**src/rtl/pwm_pkg.sv**
```systemverilog
// Shared types for the PWM fade sequencer.
// Command opcodes, channel states and default widths.
package pwm_pkg;

  localparam int DUTY_W_DEF = 4;

  typedef enum logic [1:0] {
    OP_SET     = 2'b00,
    OP_FADE    = 2'b01,
    OP_BREATHE = 2'b10,
    OP_STOP    = 2'b11
  } cmd_op_t;

  typedef enum logic [1:0] {
    ST_IDLE,
    ST_FADE,
    ST_BR_UP,
    ST_BR_DOWN
  } ch_state_t;

endpackage

```
**src/rtl/pwm_fade_sequencer_if.sv**
```systemverilog
// Command handshake bundle between control logic and the sequencer.
// Master drives commands; slave returns cmd_ready.
interface pwm_fade_sequencer_if
  import pwm_pkg::*;
#(
  parameter int N_CH   = 4,
  parameter int DUTY_W = DUTY_W_DEF
);
  localparam int CH_W = (N_CH > 1) ? $clog2(N_CH) : 1;

  logic              cmd_valid;
  logic              cmd_ready;
  logic [CH_W-1:0]   cmd_ch;
  cmd_op_t           cmd_op;
  logic [DUTY_W-1:0] cmd_target;

  modport master (
    output cmd_valid,
    output cmd_ch,
    output cmd_op,
    output cmd_target,
    input  cmd_ready
  );

  modport slave (
    input  cmd_valid,
    input  cmd_ch,
    input  cmd_op,
    input  cmd_target,
    output cmd_ready
  );

endinterface

```
**src/rtl/pwm_fade_channel.sv**
```systemverilog
// One sequencer channel: set/fade/breathe/stop FSM driving a duty word.
// A load always wins over a step_tick arriving the same cycle.
module pwm_fade_channel
  import pwm_pkg::*;
#(
  parameter int DUTY_W = DUTY_W_DEF
) (
  input  logic              clk,
  input  logic              rst,
  input  logic              step_tick,
  input  logic              load,
  input  cmd_op_t           op,
  input  logic [DUTY_W-1:0] target,
  output logic [DUTY_W-1:0] duty,
  output logic              busy,
  output logic              done
);

  ch_state_t         state, state_n;
  logic [DUTY_W-1:0] duty_q, duty_n;
  logic [DUTY_W-1:0] goal_q, goal_n;
  logic              done_q, done_n;
  logic [DUTY_W-1:0] inc, dec;

  assign inc = duty_q + 1'b1;
  assign dec = duty_q - 1'b1;

  always_ff @(posedge clk) begin
    if (rst) begin
      state  <= ST_IDLE;
      duty_q <= '0;
      goal_q <= '0;
      done_q <= 1'b0;
    end else begin
      state  <= state_n;
      duty_q <= duty_n;
      goal_q <= goal_n;
      done_q <= done_n;
    end
  end

  always_comb begin
    state_n = state;
    duty_n  = duty_q;
    goal_n  = goal_q;
    done_n  = 1'b0;
    if (load) begin
      unique case (op)
        OP_SET: begin
          duty_n  = target;
          state_n = ST_IDLE;
          done_n  = 1'b1;
        end
        OP_FADE: begin
          goal_n = target;
          if (target == duty_q) begin
            state_n = ST_IDLE;
            done_n  = 1'b1;
          end else begin
            state_n = ST_FADE;
          end
        end
        OP_BREATHE: begin
          goal_n  = target;
          state_n = (duty_q > target) ? ST_BR_DOWN : ST_BR_UP;
        end
        OP_STOP: state_n = ST_IDLE;
      endcase
    end else if (step_tick) begin
      unique case (state)
        ST_FADE: begin
          duty_n = (duty_q < goal_q) ? inc : dec;
          if (duty_n == goal_q) begin
            state_n = ST_IDLE;
            done_n  = 1'b1;
          end
        end
        ST_BR_UP: begin
          if (duty_q < goal_q) duty_n = inc;
          // peak 0 parks here rather than toggling direction
          if (duty_n == goal_q && goal_q != '0)
            state_n = ST_BR_DOWN;
        end
        ST_BR_DOWN: begin
          if (duty_q != '0) duty_n = dec;
          if (duty_n == '0) state_n = ST_BR_UP;
        end
        default: ;
      endcase
    end
  end

  assign duty = duty_q;
  assign busy = (state != ST_IDLE);
  assign done = done_q;

endmodule

```
**src/rtl/pwm_fade_sequencer.sv**
```systemverilog
// Multi-channel fade sequencer feeding pwm_led_dimmer duty words.
// Holds the step prescaler, command decode and output packing.
module pwm_fade_sequencer
  import pwm_pkg::*;
#(
  parameter int N_CH     = 4,
  parameter int DUTY_W   = DUTY_W_DEF,
  parameter int TICK_DIV = 50000
) (
  input  logic                     clk,
  input  logic                     rst,
  pwm_fade_sequencer_if.slave      cmd,
  output logic [N_CH*DUTY_W-1:0]   duty,
  output logic [N_CH-1:0]          busy,
  output logic [N_CH-1:0]          done
);

  localparam int CH_W = (N_CH > 1) ? $clog2(N_CH) : 1;
  localparam int TW   = $clog2(TICK_DIV);

  logic [TW-1:0] cnt;
  logic          step_tick;
  logic          ready_q;
  logic          accept;

  assign step_tick = (cnt == TW'(TICK_DIV - 1));

  always_ff @(posedge clk) begin
    if (rst || step_tick) cnt <= '0;
    else                  cnt <= cnt + 1'b1;
  end

  always_ff @(posedge clk) begin
    if (rst) ready_q <= 1'b0;
    else     ready_q <= 1'b1;
  end

  assign cmd.cmd_ready = ready_q;
  assign accept        = cmd.cmd_valid & ready_q;

  // channel codes beyond N_CH match no load strobe and are dropped
  for (genvar i = 0; i < N_CH; i++) begin : g_ch
    logic load;
    assign load = accept && (cmd.cmd_ch == CH_W'(i));

    pwm_fade_channel #(
      .DUTY_W (DUTY_W)
    ) u_ch (
      .clk       (clk),
      .rst       (rst),
      .step_tick (step_tick),
      .load      (load),
      .op        (cmd.cmd_op),
      .target    (cmd.cmd_target),
      .duty      (duty[i*DUTY_W +: DUTY_W]),
      .busy      (busy[i]),
      .done      (done[i])
    );
  end

endmodule

```
**src/flat_wrapper.sv**
```systemverilog
// flat-port wrapper written by rule: the top's interface ports become plain ports
module pwm_fade_sequencer_flat import pwm_pkg::*;
#(
  parameter int N_CH     = 4,
  parameter int DUTY_W   = DUTY_W_DEF,
  parameter int TICK_DIV = 50000
)
  (clk, rst, duty, busy, done, cmd_cmd_valid, cmd_cmd_ch, cmd_cmd_op, cmd_cmd_target, cmd_cmd_ready);
  pwm_fade_sequencer_if #(.N_CH(N_CH), .DUTY_W(DUTY_W)) cmd_i ();
  input  logic clk;
  input  logic rst;
  output logic [N_CH*DUTY_W-1:0] duty;
  output logic [N_CH-1:0] busy;
  output logic [N_CH-1:0] done;
  input wire logic [$bits(cmd_i.cmd_valid)-1:0] cmd_cmd_valid;
  input wire logic [$bits(cmd_i.cmd_ch)-1:0] cmd_cmd_ch;
  input wire logic [$bits(cmd_i.cmd_op)-1:0] cmd_cmd_op;
  input wire logic [$bits(cmd_i.cmd_target)-1:0] cmd_cmd_target;
  output wire logic [$bits(cmd_i.cmd_ready)-1:0] cmd_cmd_ready;
  assign cmd_i.cmd_valid = cmd_cmd_valid;
  assign cmd_i.cmd_ch = cmd_cmd_ch;
  assign cmd_i.cmd_op = cmd_cmd_op;
  assign cmd_i.cmd_target = cmd_cmd_target;
  assign cmd_cmd_ready = cmd_i.cmd_ready;
  pwm_fade_sequencer #(.N_CH(N_CH), .DUTY_W(DUTY_W), .TICK_DIV(TICK_DIV)) u_core (.clk(clk), .rst(rst), .cmd(cmd_i), .duty(duty), .busy(busy), .done(done));
endmodule
```
**config.mk**
```make
export PLATFORM = sky130hd
export DESIGN_NAME = pwm_fade_sequencer_flat
export DESIGN_NICKNAME = d
export VERILOG_FILES = /design/src/rtl/pwm_pkg.sv /design/src/rtl/pwm_fade_sequencer_if.sv /design/src/rtl/pwm_fade_channel.sv /design/src/rtl/pwm_fade_sequencer.sv /design/src/flat_wrapper.sv
export SDC_FILE = /design/constraint.sdc
export NUM_CORES = 1
export LEC_CHECK = 0
export ABC_AREA = 1
export BUFFER_PORTS_ARGS = -buffer_cell sky130_fd_sc_hd__clkbuf_2
export CELL_PAD_IN_SITES_DETAIL_PLACEMENT = 0
export CELL_PAD_IN_SITES_GLOBAL_PLACEMENT = 2
export CORE_MARGIN = 1
export CORE_UTILIZATION = 30
export DETAILED_ROUTE_END_ITERATION = 8
export GPL_ROUTABILITY_DRIVEN = 0
export HOLD_SLACK_MARGIN = 0.05
export PLACE_DENSITY_LB_ADDON = 0.1
export SETUP_SLACK_MARGIN = 0.3
export SYNTH_ARGS = -nofsm -noshare
export SYNTH_HDL_FRONTEND = slang
export SYNTH_SLANG_ARGS = --single-unit
```
**constraint.sdc**
```tcl
create_clock -name clk -period 2.8 [get_ports clk]
set_clock_uncertainty 0.15 [all_clocks]
set_input_delay 0.42 -clock clk [delete_from_list [all_inputs] [get_ports clk]]
set_output_delay 0.42 -clock clk [all_outputs]
set_load 0.02 [all_outputs]
```
* Word-level counts from Yosys, hierarchy flattened
Index checks and enable logic that the tools add are counted.
** Word-level totals
- Bits in registers :: 61
- Bits of input ports :: 11
- Output and inout port bits :: 25
** Operators by class
- Add/sub/neg operators :: 9
- Order comparisons :: 8
- Equality and inequality tests :: 47
- Multiplexer cells :: 110
- Bitwise operators :: 1
- Reductions and logical operators :: 49
** Operators with widths (count)
- $mux 4 :: 45
- $eq 4x4->1 :: 12
- $pmux 2 s3 :: 8
- $pmux 4 s3 :: 4
- $reduce_bool 4->1 :: 12
- $mux 2 :: 20
- $ne 3x2->1 const B :: 12
- $mux 1 :: 29
- $eq 2x2->1 const B :: 12
- $reduce_and 5->1 :: 4
- $add 16x1->16 const B :: 1
- $add 4x1->4 const B :: 4
- $eq 16x16->1 const B :: 1
- $gt 4x4->1 :: 4
- $logic_not 4->1 :: 4
- $lt 4x4->1 :: 4
- $reduce_bool 2->1 :: 8
- $sub 4x1->4 const B :: 4
- $eq 2x1->1 const B :: 6
- $reduce_and 3->1 :: 4
- $logic_and 1x1->1 :: 8
- $ne 2x2->1 const B :: 4
- $pmux 1 s2 :: 4
- $reduce_and 2->1 :: 4
- 4 further kinds :: 6

* Depth between registers and ports, before layout
- Word-level depth :: 11
- Mapped depth :: 20

* By module
A second synthesis with hierarchy kept.
** Second synthesis, totals
- Cells, all modules :: 908
- Area, all modules :: 5905.7 um2
** Modules (own cells, without submodules)
- pwm_fade_channel :: times used 4, cells each 193, area each 1251.2 um2, seq. area each 220.2 um2
- pwm_fade_sequencer :: times used 1, cells each 136, area each 900.9 um2, seq. area each 340.3 um2

* Worst setup path after synthesis
No wires, ideal clock.
- Kind :: register -> register
- Start point :: reg u_core.g_ch[2].u_ch.duty_q[0]
- End point :: reg u_core.g_ch[2].u_ch.state[0]
- Setup time :: 0.115 ns
- Data arrival time :: 1.995 ns
- Required time :: 2.535 ns
- Setup slack :: 0.540 ns
- Cell stages (with the launch flop) :: 20
- Path buffers :: 1
- Period minus slack after synthesis :: 2.260 ns
- Path through :: dfxtp_1 -> buf_2 -> inv_1 -> ha_1 -> inv_1 -> nand2_1 -> nand2_1 -> nand2_1 -> nand2_1 -> nand2_1 -> nand3_1 -> nand2_1 -> nor2_1 -> nand2_1 -> nand2_1 -> nand2_1 -> nand2_1 -> nand3_1 -> nand2_1 -> nor2_1
** Between the ends
- Cells in the longest elaborated chain, start to end :: 9
- Elaborated cells on any way between the ends :: 27
- Those cells by class :: add/sub: 2; order compare: 2; eq/ne: 6; mux: 13; reduce/logical: 4
** Ends and longest elaborated chain
- start, declared :: RTL line pwm_fade_channel.sv:20 : logic [DUTY_W-1:0] duty_q, duty_n;
- start signal, assigned :: RTL line pwm_fade_channel.sv:36 : duty_q <= duty_n;
- $add 4x1->4 / $lt 4x4->1 (equally long branches) :: RTL line pwm_fade_channel.sv:25, pwm_fade_channel.sv:72, pwm_fade_channel.sv:79
- $mux 4 :: RTL line pwm_fade_channel.sv:79 : if (duty_q < goal_q) duty_n = inc;
- $mux 4 :: RTL line pwm_fade_channel.sv:70 : unique case (state)
- $mux 4 :: RTL line pwm_fade_channel.sv:69 : end else if (step_tick) begin
- $mux 4 :: RTL line pwm_fade_channel.sv:47 : if (load) begin
- $eq 4x4->1 :: RTL line pwm_fade_channel.sv:81 : if (duty_n == goal_q && goal_q != '0)
- $logic_and 1x1->1 :: RTL line pwm_fade_channel.sv:81
- $ne 3x2->1 (no source line)
- $reduce_and 5->1 (no source line)
- end signal, assigned :: RTL line pwm_fade_channel.sv:35 : state <= state_n;
- end, declared :: RTL line pwm_fade_channel.sv:19 : ch_state_t state, state_n;
Parallel ways exist; a longest one is shown, timed or not. The select of a mux whose other input is x is not followed.
A chain may end at the register's enable or synchronous reset.

* Worst setup path in the final report
- Start point :: reg u_core.g_ch[3].u_ch.duty_q[0]
- End point :: reg u_core.g_ch[3].u_ch.state[0]
** Between the ends
- Cells in the longest elaborated chain, start to end :: 9
- Elaborated cells on any way between the ends :: 27
- Those cells by class :: add/sub: 2; order compare: 2; eq/ne: 6; mux: 13; reduce/logical: 4
** Ends and longest elaborated chain (RTL line)
- start, declared :: pwm_fade_channel.sv:20
- start signal, assigned :: pwm_fade_channel.sv:36
- $add 4x1->4 / $lt 4x4->1 (equally long branches) :: pwm_fade_channel.sv:25, pwm_fade_channel.sv:72, pwm_fade_channel.sv:79
- $mux 4 :: pwm_fade_channel.sv:79
- $mux 4 :: pwm_fade_channel.sv:70
- $mux 4 :: pwm_fade_channel.sv:69
- $mux 4 :: pwm_fade_channel.sv:47
- $eq 4x4->1 :: pwm_fade_channel.sv:81
- $logic_and 1x1->1 :: pwm_fade_channel.sv:81
- $ne 3x2->1 (no source line)
- $reduce_and 5->1 (no source line)
- end signal, assigned :: pwm_fade_channel.sv:35
- end, declared :: pwm_fade_channel.sv:19
Parallel ways exist; a longest one is shown, timed or not. The select of a mux whose other input is x is not followed.

==> results.sh <==
export IMPL_holdWs_ns=0.2987
export IMPL_root_buffer="clkbuf_16"
export IMPL_r2r_start="u_core.g_ch[3].u_ch.duty[0]"
export IMPL_switching_share_pct=34.12
export IMPL_grt_overflow=0
export IMPL_drt_total_wl_um=16460
export IMPL_die_area_um2=17910
export IMPL_leakage_nw=2.762
export IMPL_r2r_setup_slack_ns=0.50
export IMPL_multi_input_area_um2=3511
export IMPL_cp_slowest_cell="dfxtp_1"
export IMPL_cts_sinks=61
export IMPL_internal_power_w=0.001882
export IMPL_fin_util_pct=35.91
export IMPL_rows=47
export IMPL_reg2reg_depth=18
export IMPL_crit_required_ns=2.87
export IMPL_ant_nets=0
export IMPL_antenna_found_initial=0
export IMPL_synth_top_cells_by_area="dfxtp_1 23%, nand2_1 16%, ha_1 11%, nand3_1 6.7%, a21oi_1 6.6%"
export IMPL_min_from="u_core.cnt[0]"
export IMPL_io_pins=36
export IMPL_setup_tns_ns=0
export IMPL_relSlewSlack_pct=62.70
export IMPL_worst_slew_pin_slew_ns=0.5595
export IMPL_num_vias=5392
export IMPL_vias_per_cell=5.006
export IMPL_drv_slew=0
export IMPL_synth_common_cells="220 x nand2_1, 78 x inv_1, 70 x nand3_1"
export IMPL_maxCapViolations=0
export IMPL_cts_setup_buffers=0
export IMPL_die_x_um=133.8
export IMPL_seq_area_frac_synth_pct=23.42
export IMPL_layout_nets=907
export IMPL_initial_core_util_pct=31.12
export IMPL_crit_path_end_kind="flop"
export IMPL_syn_cell_area_um2=5215
export IMPL_hold_buffers=0
export IMPL_path_max_fanout=9
export IMPL_synth_edf_count=0
export IMPL_grt_pass1_wl_um=26920
export IMPL_synth_area_per_cell_um2=6.407
export IMPL_r2r_end="u_core.g_ch[3].u_ch.state[0]"
export IMPL_ys_ff_latch=61
export IMPL_worst_path_buf_inv=2
export IMPL_setup_viol=0
export IMPL_hold_depth=1
export IMPL_period_share_pct=82.21
export IMPL_diodes=0
export IMPL_hp_class="reg2reg"
export IMPL_wl_per_cell_um=15.28
export IMPL_pwr_share_comb_pct=26.7
export IMPL_maxClockFrequency_mhz=434.5
export IMPL_yosysUniqueCellTypes=41
export IMPL_start_kind="flop"
export IMPL_grt_start_max_net_pins=24
export IMPL_syn2layout_area_growth_pct=15.40
export IMPL_drc_errors=0
export IMPL_path_cells="inv_2 > ha_1 > inv_1 > nand2_1 > nand2_1 > nand2_1 > nand3_1 > nand2_1 > nand2_1 > nand2_1 > nor2_2 > nand2_1 > nand2_1 > nand2_1 > nand2_1 > nand3_1 > nand2_1 > nor2_1"
export IMPL_nFillCells=1923
export IMPL_holdPathEnd="u_core.cnt[0]"
export IMPL_dp_hpwl_um=12630
export IMPL_yosys_warnings=0
export IMPL_powerDensity_nw_per_um2=474.7
export IMPL_synth_top_area_share_pct=23.42
export IMPL_cts_max_level=3
export IMPL_syn_nets=869
export IMPL_drive_above_1_share_pct=14.94
export IMPL_grt_use_total_pct=19.25
export IMPL_peakVddDrop_uv=254.4
export IMPL_register_area_um2=1227
export IMPL_cp_arrival_ns=2.37
export IMPL_min_period_ns=2.302
export IMPL_p_seq_share_pct=32.1
export IMPL_grt_pass1_vias=5175
export IMPL_first_pass_iters=4
export IMPL_cts_tree="built"
export IMPL_clkPwrFrac_pct=41.2
export IMPL_netlist_top_cell_by_area="dfxtp_1"
export IMPL_switchingPower_w=0.0009748
export IMPL_path_common_cell="nand2_1"
export IMPL_syn_inst=814
export IMPL_rsz0062_at_grt="true"
export IMPL_yosys_most_used_dff="dfxtp_1"
export IMPL_clkTransAtPathRegs_ns=0.06
export IMPL_crit_type="reg2reg"
export IMPL_finalHoldViolCount=0
export IMPL_ys_async_sr_fraction_pct=0
export IMPL_clock_latency_ns=0.33
export IMPL_outcome="finished clean"
export IMPL_max_stage_delay_ns=0.51
export IMPL_drt_iter0_drc=375
export IMPL_yosysMostFrequentCell="nand2_1"
export IMPL_cp_top_family="simple AND/OR/NAND/NOR gates"
export IMPL_cts_buffers=9
export IMPL_die_h_um=133.8
export IMPL_core_um2=16760
export IMPL_cts_max_path_buffers=2
export IMPL_io_buffers=35
## area by class of cell
type,instances,share of cell area [%]
inverters,102,6.362
clock buffers,11,4.200
well taps,220,4.574
repair buffers,53,5.156
multi-input cells,625,58.34
flip-flops and latches,61,20.40
clock inverters,5,0.9771
## metal layers
layer  wire length [µm]  track usage [%]  share of wire [%]
met4                116            4.735               0.70
met3                443            3.326                2.7
met1               8348            26.23                 51
met5                  0                0                  0
met2               7553            31.32                 46
## logic make-up (layout without fill, tap and decap cells)
group	after synthesis	in the layout	share of synthesized area [%]
xor gates and xnor gates	14	14	2.351
buffers and inverters	128	171	10.17
and+or+nand+nor	402	402	34.38
AOI/OAI and AO/OA	165	165	19.12
adders and majority gates	44	44	10.56
DFF	61	61	23.42
## worst register-to-register path, cell delays in order (launching register included)
cell	delay, ns
dfxtp_1	0.51
inv_2	0.07
ha_1	0.20
inv_1	0.05
nand2_1	0.05
nand2_1	0.05
nand2_1	0.10
nand3_1	0.18
nand2_1	0.12
nand2_1	0.08
nand2_1	0.06
nor2_2	0.16
nand2_1	0.07
nand2_1	0.06
nand2_1	0.04
nand2_1	0.07
nand3_1	0.07
nand2_1	0.07
nor2_1	0.04
## power groups by stage
stage	clock network (W)	registers (W)	logic, W
after floorplan	0	0.000944	0.000537
after global routing	0.00125	0.000920	0.000871
after global placement	0	0.000936	0.000755
after detailed placement	0	0.000936	0.000747
after CTS	0.00122	0.000917	0.000750
final	0.00118	0.000917	0.000762
## layout by cell type, fill, tap and decap left out, types with 2 or more instances in the layout
cell / n
nand2_2: 9
a211oi_1: 3
nor3_1: 5
inv_1: 78
o221ai_1: 4
o211ai_1: 20
dfxtp_1: 58
o21a_1: 4
xnor2_1: 8
clkbuf_8: 2
nand4_1: 20
a31oi_1: 5
dfxtp_2: 2
nand2_1: 216
xor2_1: 6
o21ai_1: 4
o21ai_2: 3
o2111ai_1: 10
nor3b_1: 2
clkinvlp_4: 2
clkbuf_2: 35
nor3_2: 3
nor2_1: 61
o31ai_1: 2
a21oi_4: 3
clkbuf_16: 9
o21ai_0: 35
nor2_2: 5
nor3_4: 3
ha_1: 43
a21oi_2: 2
nand3_1: 70
nand3b_1: 3
a21oi_1: 69
inv_2: 23
buf_4: 18
## per-stage QoR
step	instance area, µm²	cells	power, W	worst slack, ns
2_1_floorplan	5215	814	0.001482	0.5400
3_3_place_gp	5653	1061	0.001691	0.2089
3_5_place_dp	5653	1061	0.001683	0.2152
4_1_cts	5966	1077	0.002888	0.3147
5_1_grt	6018	1077	0.003046	0.2564
6_report	6018	1077	0.002857	0.4983
## worst max path at each step
stage | start | endpoint | slack, ns | cells past startpoint
2_1_floorplan | u_core.g_ch[2].u_ch.duty[0] | u_core.g_ch[2].u_ch.state[0] | 0.54 | 19
3_3_place_gp | u_core.g_ch[2].u_ch.duty[0] | u_core.g_ch[2].u_ch.state[0] | 0.21 | 18
3_5_place_dp | u_core.g_ch[2].u_ch.duty[0] | u_core.g_ch[2].u_ch.state[0] | 0.22 | 18
4_1_cts | u_core.g_ch[2].u_ch.duty[1] | u_core.g_ch[2].u_ch.state[0] | 0.31 | 17
5_1_grt | u_core.g_ch[0].u_ch.goal_q[1] | u_core.g_ch[0].u_ch.state[0] | 0.26 | 18
6_report | u_core.g_ch[3].u_ch.duty[0] | u_core.g_ch[3].u_ch.state[0] | 0.50 | 18
## registers in the layout, summed over array words and instances, names as in the netlist
name / flops
u_core.cmd.cmd_ready: 1
u_core.cnt: 16
u_core.g_ch.u_ch.done: 4
u_core.g_ch.u_ch.duty: 16
u_core.g_ch.u_ch.goal_q: 16
u_core.g_ch.u_ch.state: 8
## repair_timing
item,4_1_cts,5_1_grt
pin swaps,0,0
gates resized for setup,1,14
endpoints found under the setup margin,2,8
Note: power is estimated with default switching activity, not from simulation.
